$ cat src/rtl/fetch_prefetch_if.sv
// rtl/fetch_prefetch_if.sv - instruction-memory request/response bundle for fetch_prefetch
// Ports:
//   imem_req, imem_addr                  fetch -> memory (request)
//   imem_ready                           memory -> fetch (request accepted when req && ready)
//   imem_rvalid, imem_rdata              memory -> fetch (in-order responses)
interface fetch_prefetch_if #(
   parameter int XLEN = 32
);
   logic            imem_req;
   logic [XLEN-1:0] imem_addr;
   logic            imem_ready;
   logic            imem_rvalid;
   logic [31:0]     imem_rdata;

   modport master (
      output imem_req,
      output imem_addr,
      input  imem_ready,
      input  imem_rvalid,
      input  imem_rdata
   );

   modport slave (
      input  imem_req,
      input  imem_addr,
      output imem_ready,
      output imem_rvalid,
      output imem_rdata
   );
endinterface

$ cat src/rtl/fetch_prefetch.sv
// rtl/fetch_prefetch.sv - instruction fetch stage with in-order prefetch queue and redirect flush
// Ports:
//   clk, rst (async, active-low)
//   PCSrc, PCTarget                      redirect from execute
//   StallD                               hold decode outputs
//   imem (master)                        decoupled instruction-memory request/response
//   InstrD, PCD, inc_PCD, ValidD         F/D register outputs to decode
module fetch_prefetch #(
   parameter int              XLEN     = 32,
   parameter int              DEPTH    = 4,
   parameter logic [XLEN-1:0] RESET_PC = '0
) (
   input  logic             clk,
   input  logic             rst,
   input  logic             PCSrc,
   input  logic [XLEN-1:0]  PCTarget,
   input  logic             StallD,
   fetch_prefetch_if.master imem,
   output logic [31:0]      InstrD,
   output logic [XLEN-1:0]  PCD,
   output logic [XLEN-1:0]  inc_PCD,
   output logic             ValidD
);
   localparam int          PW      = $clog2(DEPTH);
   localparam int          CW      = $clog2(DEPTH + 1);
   localparam logic [31:0] NOP     = 32'h0000_0013;
   localparam logic [CW:0] DEPTH_C = (CW + 1)'(DEPTH);

   logic [XLEN-1:0]  pcf;
   logic [XLEN-1:0]  q_pc    [DEPTH];
   logic [31:0]      q_instr [DEPTH];
   logic [DEPTH-1:0] q_filled;
   logic [PW-1:0]    head;
   logic [PW-1:0]    tail;
   logic [PW-1:0]    fill;
   logic [CW-1:0]    count;
   // allocated-but-unfilled entries; on redirect these become stale responses to drop
   logic [CW-1:0]    pending;
   logic [CW-1:0]    drop_cnt;

   logic accept;
   logic head_ready;
   logic pop;
   logic resp_fill;

   // Gated by rst so no request escapes while reset is held, without waiting for a clock.
   assign imem.imem_req  = rst && !PCSrc && (({1'b0, count} + {1'b0, drop_cnt}) < DEPTH_C);
   assign imem.imem_addr = pcf;

   assign accept     = imem.imem_req && imem.imem_ready;
   assign head_ready = (count != '0) && q_filled[head];
   assign pop        = !PCSrc && !StallD && head_ready;
   assign resp_fill  = imem.imem_rvalid && (drop_cnt == '0);

   always_ff @(posedge clk or negedge rst) begin
      if (!rst) begin
         pcf      <= RESET_PC;
         head     <= '0;
         tail     <= '0;
         fill     <= '0;
         count    <= '0;
         pending  <= '0;
         drop_cnt <= '0;
         q_filled <= '0;
         for (int i = 0; i < DEPTH; i++) begin
            q_pc[i]    <= '0;
            q_instr[i] <= '0;
         end
         InstrD   <= NOP;
         PCD      <= '0;
         inc_PCD  <= '0;
         ValidD   <= 1'b0;
      end else if (PCSrc) begin
         pcf      <= PCTarget;
         head     <= '0;
         tail     <= '0;
         fill     <= '0;
         count    <= '0;
         pending  <= '0;
         // A response landing this cycle is stale either way: it consumes one drop
         // or fills an entry that is being thrown away.
         drop_cnt <= drop_cnt + pending - CW'(imem.imem_rvalid);
         InstrD   <= NOP;
         ValidD   <= 1'b0;
      end else begin
         if (accept) begin
            q_pc[tail]     <= pcf;
            q_filled[tail] <= 1'b0;
            tail           <= tail + PW'(1);
            pcf            <= pcf + XLEN'(4);
         end
         if (imem.imem_rvalid) begin
            if (drop_cnt != '0) begin
               drop_cnt <= drop_cnt - CW'(1);
            end else begin
               q_instr[fill]  <= imem.imem_rdata;
               q_filled[fill] <= 1'b1;
               fill           <= fill + PW'(1);
            end
         end
         if (!StallD) begin
            if (head_ready) begin
               InstrD  <= q_instr[head];
               PCD     <= q_pc[head];
               inc_PCD <= q_pc[head] + XLEN'(4);
               ValidD  <= 1'b1;
               head    <= head + PW'(1);
            end else begin
               InstrD  <= NOP;
               ValidD  <= 1'b0;
            end
         end
         count   <= count + CW'(accept) - CW'(pop);
         pending <= pending + CW'(accept) - CW'(resp_fill);
      end
   end
endmodule

$ cat src/flat_wrapper.sv
// flat-port wrapper written by rule: the top's interface ports become plain ports
module fetch_prefetch_flat 
#(
   parameter int              XLEN     = 32,
   parameter int              DEPTH    = 4,
   parameter logic [XLEN-1:0] RESET_PC = '0
)
  (clk, rst, PCSrc, PCTarget, StallD, InstrD, PCD, inc_PCD, ValidD, imem_imem_req, imem_imem_addr, imem_imem_ready, imem_imem_rvalid, imem_imem_rdata);
  fetch_prefetch_if #(.XLEN(XLEN)) imem_i ();
  input  logic clk;
  input  logic rst;
  input  logic PCSrc;
  input  logic [XLEN-1:0] PCTarget;
  input  logic StallD;
  output logic [31:0] InstrD;
  output logic [XLEN-1:0] PCD;
  output logic [XLEN-1:0] inc_PCD;
  output logic ValidD;
  output wire logic [$bits(imem_i.imem_req)-1:0] imem_imem_req;
  output wire logic [$bits(imem_i.imem_addr)-1:0] imem_imem_addr;
  input wire logic [$bits(imem_i.imem_ready)-1:0] imem_imem_ready;
  input wire logic [$bits(imem_i.imem_rvalid)-1:0] imem_imem_rvalid;
  input wire logic [$bits(imem_i.imem_rdata)-1:0] imem_imem_rdata;
  assign imem_imem_req = imem_i.imem_req;
  assign imem_imem_addr = imem_i.imem_addr;
  assign imem_i.imem_ready = imem_imem_ready;
  assign imem_i.imem_rvalid = imem_imem_rvalid;
  assign imem_i.imem_rdata = imem_imem_rdata;
  fetch_prefetch #(.XLEN(XLEN), .DEPTH(DEPTH), .RESET_PC(RESET_PC)) u_core (.clk(clk), .rst(rst), .PCSrc(PCSrc), .PCTarget(PCTarget), .StallD(StallD), .imem(imem_i), .InstrD(InstrD), .PCD(PCD), .inc_PCD(inc_PCD), .ValidD(ValidD));
endmodule
$ cat config.mk
export PLATFORM = sky130hd
export DESIGN_NAME = fetch_prefetch_flat
export DESIGN_NICKNAME = d
export VERILOG_FILES = /design/src/rtl/fetch_prefetch_if.sv /design/src/rtl/fetch_prefetch.sv /design/src/flat_wrapper.sv
export SDC_FILE = /design/constraint.sdc
export NUM_CORES = 1
export LEC_CHECK = 0
export ABC_AREA = 1
export BUFFER_PORTS_ARGS = -buffer_cell sky130_fd_sc_hd__buf_2
export CORE_AREA = 2 2 199 201
export CTS_BUF_LIST = sky130_fd_sc_hd__clkbuf_4
export CTS_CLUSTER_SIZE = 28
export DETAILED_ROUTE_END_ITERATION = 8
export DIE_AREA = 0 0 201 203
export PLACE_DENSITY = 0.72
export SYNTH_ARGS = -nofsm -noshare
export SYNTH_HDL_FRONTEND = slang
export SYNTH_SLANG_ARGS = --single-unit
$ cat constraint.sdc
create_clock -name clk -period 2.5 [get_ports clk]
set_input_delay 0.25 -clock clk [delete_from_list [all_inputs] [get_ports clk]]
set_output_delay 0.25 -clock clk [all_outputs]
set_load 0.05 [all_outputs]
==> qor.yml, run 1 <==
powerDensity_mw_per_mm2: 951
path_clk_slew_ns: 0.07
first_iter_violations: 1303
grt_pass1_wl_um: 86000
dp_cells: 2986
ir_worst_vdd_mv: 0.357
clkPwrFrac_pct: 26.4
crit_path_start_kind: "register"
place_ws_ns: 0.131
grt_pass1_vias: 16680
drv_cap: 0
synth_compound_area_share_pct: 14.2
layout_common_cells: "nand2_1, dfrtp_1, o21ai_0, buf_2, nor2_1"
drv_slew: 0
synth_fa_ha_area_share_pct: 1.69
critPathKind: "reg2out"
vias: 17340
finalWeightedCongestion: 0.903
yosys_warnings: 0
max_slew_margin_pct: 44.4
synthXorXnorAreaFrac_pct: 1.42
antenna_found_initial: 2
yosysUniqueCellTypes: 46
power_switching_uw: 8470
outcome: "completed"
whs_ns: 0.158
rows: 72
period_needed_ns: 2.40
core_mm2: 0.0385
p_int_uw: 13500
cts_tree: "done"
synth_edf_count: 0
synth.avg_cell_area_um2: 8.20
first_pass_iters: 5
critPathMaxFanout: 2
overflow: 0
clock_latency_ns: 0.82
synthSimpleGateAreaFrac_pct: 23.8
hp-class: "in2async"
ant_nets: 0
h-tree-depth: 3
hold_violations: 0
p_comb_share_pct: 32.6
crit_family: "flip-flops"
layout_commonest_cell: "nand2_1"
wl_per_cell_um: 16.2
swShare_pct: 38.5
cts_max_path_buffers: 3
synth_top_family_by_area: "simple AND/OR/NAND/NOR gates"
period_share_pct: 95.9
p_seq_share_pct: 41.1
numClockSinks: 402
vias_per_cell: 5.32
synthMuxAreaShare_pct: 0
pin_count: 200
setup_slack_ns: 0.102
route.detailed.drc: 0
multi_input_area_mm2: 0.00796
syn_inst: 2331
grt_start_max_net_pins: 134
seq_area_mm2: 0.0101
root_buffer: "clkbuf_4"
cp.buffers_inverters: 2
ys_seq_area_share_pct: 52.6
grt_usage_pct: 26.1
worstPathArrival_ns: 2.15
setup_viol: 0
dp.final_hpwl_um: 34100
n_fill_cell: 3444
clock-skew-final_ns: 0.0498
die_w_um: 201
slowest_delay_ns: 0.43
power_leakage_uw: 0.0117
endpoint_kind: "output pin"
synth-main-ff-cell: "dfrtp_1"
netlist_area_mm2: 0.0191
die-height_um: 203
async_flop_share_pct: 100
drive_gt1_share_pct: 19.1
die_area_mm2: 0.0408
cp_slowest_cell: "dfrtp_2"
nNetsFinal: 2752
cp.required_ns: 2.25
area_growth_pct: 20.9
tightest_slew_ns: 0.835
layoutNonFillerInstCount: 3258
synth_seq_cells: 402
drt-total-wl_um: 52900
fmax_mhz: 417
io_buffer_count: 199
cts_inserted_buffers: 104
power_uw: 22000
start_util_pct: 49.7
syn_nets: 2425
path_cells: "ha_4 -> nor2_4 -> nand2_2 -> nor3_4 -> buf_4 -> buf_8"
[per-layer routing]
layer  GRT usage, %  up-vias  share of wire, %
met1           36.6     8348                46
met3           5.22      111               6.0
met4           9.52        0               2.5
met2           40.3      565                46
li1               -     8316                 -
met5              0        -                 0
[registers in the layout, indices dropped and copies added, names as in the netlist]
| name | cells |
|---|---|
| u_core.q_instr | 128 |
| u_core.q_pc | 128 |
| u_core.InstrD | 32 |
| u_core.imem.imem_addr | 32 |
| u_core.inc_PCD | 32 |
| u_core.PCD | 30 |
| u_core.q_filled | 4 |
| u_core.count | 3 |
| u_core.drop_cnt | 3 |
| u_core.pending | 3 |
| u_core.fill | 2 |
| u_core.head | 2 |
| u_core.tail | 2 |
| u_core.ValidD | 1 |
[power groups by stage]
| stage | Sequential (uW) | Combinational [uW] | Clock (uW) |
|---|---|---|---|
| after floorplan | 10300 | 3450 | 0 |
| after global placement | 9060 | 6770 | 0 |
| after detailed placement | 9110 | 6920 | 0 |
| after CTS | 9010 | 7060 | 5950 |
| after global routing | 9230 | 7910 | 6340 |
| final | 9030 | 7160 | 5800 |
[final timing paths]
path | to | slack (ns) | start | cells after the start
max | imem_imem_req | 0.10 | u_core.drop_cnt[2] | 6
min | u_core.q_pc[93] | 0.16 | rst | 3
max reg2reg | u_core.imem.imem_addr[12] | 0.14 | u_core.drop_cnt[2] | 10
min reg2reg | u_core.PCD[2] | 0.47 | u_core.PCD[2] | 2
max in group asynchronous | u_core.imem.imem_addr[21] | 1.10 | rst | 4
min in group clk | u_core.imem.imem_addr[4] | 0.23 | PCTarget[4] | 4
[metrics by stage]
step	TNS, ns	area, um^2	utilization, %
after floorplan	-0.798	19200	-
after detailed placement	0	20800	54.2
after global routing	-0.0228	23100	60.1
after global placement	0	20800	54.2
after CTS	0	23000	59.8
final	0	23100	60.1
[cells by family (layout without fill, tap and decap cells)]
family | Yosys count | count (layout)
and+or+nand+nor | 1107 | 1107
AOI/OAI and AO/OA | 493 | 493
DFF | 402 | 402
buffers and inverters | 274 | 680
xor gates and xnor gates | 31 | 31
adders and majority gates | 24 | 24
other | 0 | 3
[cell usage after synthesis, types with 3 or more instances]
cell type  instances  area share (%)
nand2_1          770              15
dfrtp_1          399              52
o21ai_0          353             9.2
nor2_1           158             3.1
inv_1            130             2.6
nand3_1          102             2.7
clkbuf_1          72             1.4
o21ai_1           36            0.94
buf_2             34            0.89
o22ai_1           34             1.1
a22o_1            29             1.3
xor2_1            27             1.2
ha_1              21             1.4
nand4_1           21            0.69
nand2_2           16            0.52
nor2_2            14            0.46
o211ai_1          12            0.47
a21oi_1           11            0.29
buf_6             11            0.65
buf_4              9            0.35
nor3_1             9            0.24
buf_1              8            0.16
inv_2              8            0.16
o221ai_1           8            0.37
nor2_4             5            0.29
xnor2_1            4            0.18
dfstp_2            3            0.41
fa_1               3            0.31
nor4_1             3           0.098
o22a_1             3            0.14
[final cells by class]
type                       count  share of cell area [%]
inverter                     139                    2.29
timing repair buffer         356                    10.9
clock buffer                 152                    4.94
multi-input combinational   1655                    34.4
clock inverter                33                   0.991
antenna                        3                  0.0325
sequential                   402                    43.6
tap                          518                    2.80
[worst register-to-register path, cell delays in order (launching register included)]
cell           delay, ns
dfrtp_2             0.43
ha_4                0.25
nor2_4              0.07
nand2_2             0.07
nor3_4              0.24
nand2_2             0.10
buf_6               0.17
nor2_2              0.11
xor2_1              0.15
a21oi_1             0.08
dlygate4sd3_1       0.56
[repair_timing]
item | CTS | global route
setup buffers | 0 | 7
hold buffers | 77 | 0
endpoints found under the hold margin | 392 | 0
setup endpoints to repair | 1 | 15
resized for setup | 3 | 11
pin swaps | 1 | 4
Note: power is estimated with default switching activity, not from simulation.
==> run 2, diff against run 1 <==
--- a/config.mk
+++ b/config.mk
@@ -7,11 +7,11 @@
 export LEC_CHECK = 0
 export ABC_AREA = 1
 export BUFFER_PORTS_ARGS = -buffer_cell sky130_fd_sc_hd__buf_2
-export CORE_AREA = 2 2 199 201
+export CORE_AREA = 4 4 201 203
 export CTS_BUF_LIST = sky130_fd_sc_hd__clkbuf_4
 export CTS_CLUSTER_SIZE = 28
 export DETAILED_ROUTE_END_ITERATION = 8
-export DIE_AREA = 0 0 201 203
+export DIE_AREA = 0 0 205 207
 export PLACE_DENSITY = 0.72
 export SYNTH_ARGS = -nofsm -noshare
 export SYNTH_HDL_FRONTEND = slang
==> run 2 against run 1 <==
Sequential cell count stayed put; cell area is 0.49% lower; non-clock buffer count is 1 lower.
==> qor.yml, run 2 (synthesis gave the netlist of run 1 again) <==
overflow: 0  # unchanged
setup_slack_ns: 0.118  # was 0.102 ns
layoutNonFillerInstCount: 3247  # was 3258
cts_inserted_buffers: 103  # was 104
critPathMaxFanout: 3  # was 2
r2r_slack_ns: 0.15  # was 0.14 ns
powerDensity_mw_per_mm2: 940  # was 951 mW/mm^2
antenna_found_initial: 1  # was 2
vias_per_cell: 5.35  # was 5.32
layout_common_cells: "nand2_1, dfrtp_1, o21ai_0, buf_2, nor2_1"  # unchanged
grt_start_max_net_pins: 186  # was 134
dp_cells: 2984  # was 2986
ant_nets: 0  # unchanged
period_share_pct: 95.3  # was 95.9%
max_slew_margin_pct: 24.9  # was 44.4%
dp.final_hpwl_um: 35600  # was 34100 um
start_util_pct: 49.7  # unchanged
largestRegisters: "u_core.q_instr: 128 flops, u_core.q_pc: 128 flops"  # unchanged
grt_pass1_wl_um: 88500  # was 86000 um
first_iter_violations: 1293  # was 1303
crit_start: "u_core.count[2]"  # was u_core.drop_cnt[2]
drv_slew: 0  # unchanged
cts_tree: "done"  # unchanged
critPathKind: "reg2out"  # unchanged
area_growth_pct: 20.3  # was 20.9%
endpoint_kind: "output pin"  # unchanged
vias: 17372  # was 17340
route.detailed.drc: 0  # unchanged
use_met2_pct: 38.6  # was 40.3%
grt_busiest_layer: "met2"  # unchanged
power_leakage_uw: 0.0117  # about the same
first_pass_iters: 6  # was 5
n_fill_cell: 3415  # was 3444
die_w_um: 205  # was 201 um
h-tree-depth: 3  # unchanged
drv_cap: 0  # unchanged
multi_input_area_mm2: 0.00791  # was 0.00796 mm^2
clock-skew-final_ns: 0.0510  # was 0.0498 ns
io_buffer_count: 199  # unchanged
r2r_cells: 11  # was 10
clock_latency_ns: 0.80  # was 0.82 ns
hold_violations: 0  # unchanged
outcome: "completed"  # unchanged
rows: 72  # unchanged
drt-total-wl_um: 54000  # was 52900 um
cts_max_path_buffers: 3  # unchanged
fmax_mhz: 420  # was 417 MHz
nNetsFinal: 2750  # was 2752
numClockSinks: 402  # unchanged
grt_usage_pct: 25.4  # was 26.1%
power_uw: 21600  # was 22000 uW
die_area_mm2: 0.0424  # was 0.0408 mm^2
drive_gt1_share_pct: 18.8  # was 19.1%
die-height_um: 207  # was 203 um
r2r_start: "u_core.head[0]"  # was u_core.drop_cnt[2]
hp-class: "in2async"  # unchanged
layout_commonest_cell: "nand2_1"  # unchanged
worstPathArrival_ns: 2.13  # was 2.15 ns
grtUsageMet1_pct: 36.5  # was 36.6%
post-route-util_pct: 59.8  # was 60.1%
setup_viol: 0  # unchanged
wl_per_cell_um: 16.6  # was 16.2 um
crit_path_start_kind: "register"  # unchanged
grt_pass1_vias: 17104  # was 16680
path_clk_slew_ns: 0.07  # about the same
finalWeightedCongestion: 0.950  # was 0.903
grt_use_met3_pct: 4.58  # was 5.22%
fin_area_mm2: 0.0230  # was 0.0231 mm^2
pin_count: 200  # unchanged
ir_worst_vdd_mv: 0.488  # was 0.357 mV
period_needed_ns: 2.38  # was 2.40 ns
cp.required_ns: 2.25  # about the same
tightest_slew_ns: 1.13  # was 0.835 ns
place_area_mm2: 0.0209  # was 0.0208 mm^2
seq_area_mm2: 0.0101  # unchanged
setup.worst_path.end: "imem_imem_req"  # unchanged
core_mm2: 0.0385  # unchanged
place_ws_ns: 0.0818  # was 0.131 ns
root_buffer: "clkbuf_4"  # unchanged
r2r-end: "u_core.count[1]"  # was u_core.imem.imem_addr[12]
==> run 2: changes by cell type in the layout (fill, tap and decap cells not counted), sizes merged <==
cell / delta
clkbuf: +3
clkinv: -8
dlygate4sd3: +1
bufinv: -3
diode: -2
buf: -2
==> run 2: metal layers <==
layer | share of wire, % | routed length, um | vias to the layer above
li1 | - | - | 8319
met1 | 45 | 24200 | 8311
met2 | 46 | 24600 | 639
met3 | 6.8 | 3700 | 103
met4 | 2.6 | 1420 | 0
met5 | 0 | 0 | -
==> run 2: cell type report <==
type                    count  area share [%]
multi-input cells        1655            34.4
flip-flops and latches    402            43.8
well taps                 518            2.82
repair buffers            355            11.2
diodes                      1          0.0109
clock inverters            22           0.441
clock buffers             155            5.06
inverters                 139            2.30
==> run 2: critical path, cell delays in order (launching register included) <==
cell and delay [ns]:
dfrtp_1 0.41, ha_1 0.29, nor2_2 0.10, nand2_2 0.07
nor3_4 0.26, buf_6 0.20
==> run 2: power by group <==
| group | switching (uW) | leakage [uW] | internal, uW | total, uW |
|---|---|---|---|---|
| clock network | 2640 | 0.000760 | 2810 | 5450 |
| logic | 4870 | 0.00552 | 2280 | 7150 |
| registers | 945 | 0.00538 | 8080 | 9030 |
==> run 2: worst min path at each step <==
stage | cells after the start | to
floorplan | 0 | u_core.InstrD[10]
global placement | 1 | u_core.PCD[7]
detailed placement | 1 | u_core.PCD[7]
CTS | 3 | u_core.inc_PCD[4]
global route | 3 | u_core.inc_PCD[4]
finish | 3 | u_core.inc_PCD[4]
==> run 2: what timing repair did <==
item	in CTS	in global routing
endpoints found under the setup margin	1	20
pin swaps	1	3
gates resized for setup	2	4
cloned	0	0
endpoints found under the hold margin	572	0
setup buffers	0	7
hold buffers	78	0
==> run 2: per-stage QoR <==
stage	hold WS (ns)	TNS (ns)
2_1_floorplan	-0.0456	-0.798
3_3_place_gp	0.0810	0
3_5_place_dp	0.0810	0
4_1_cts	0.151	0
5_1_grt	0.169	-0.00312
6_report	0.145	0
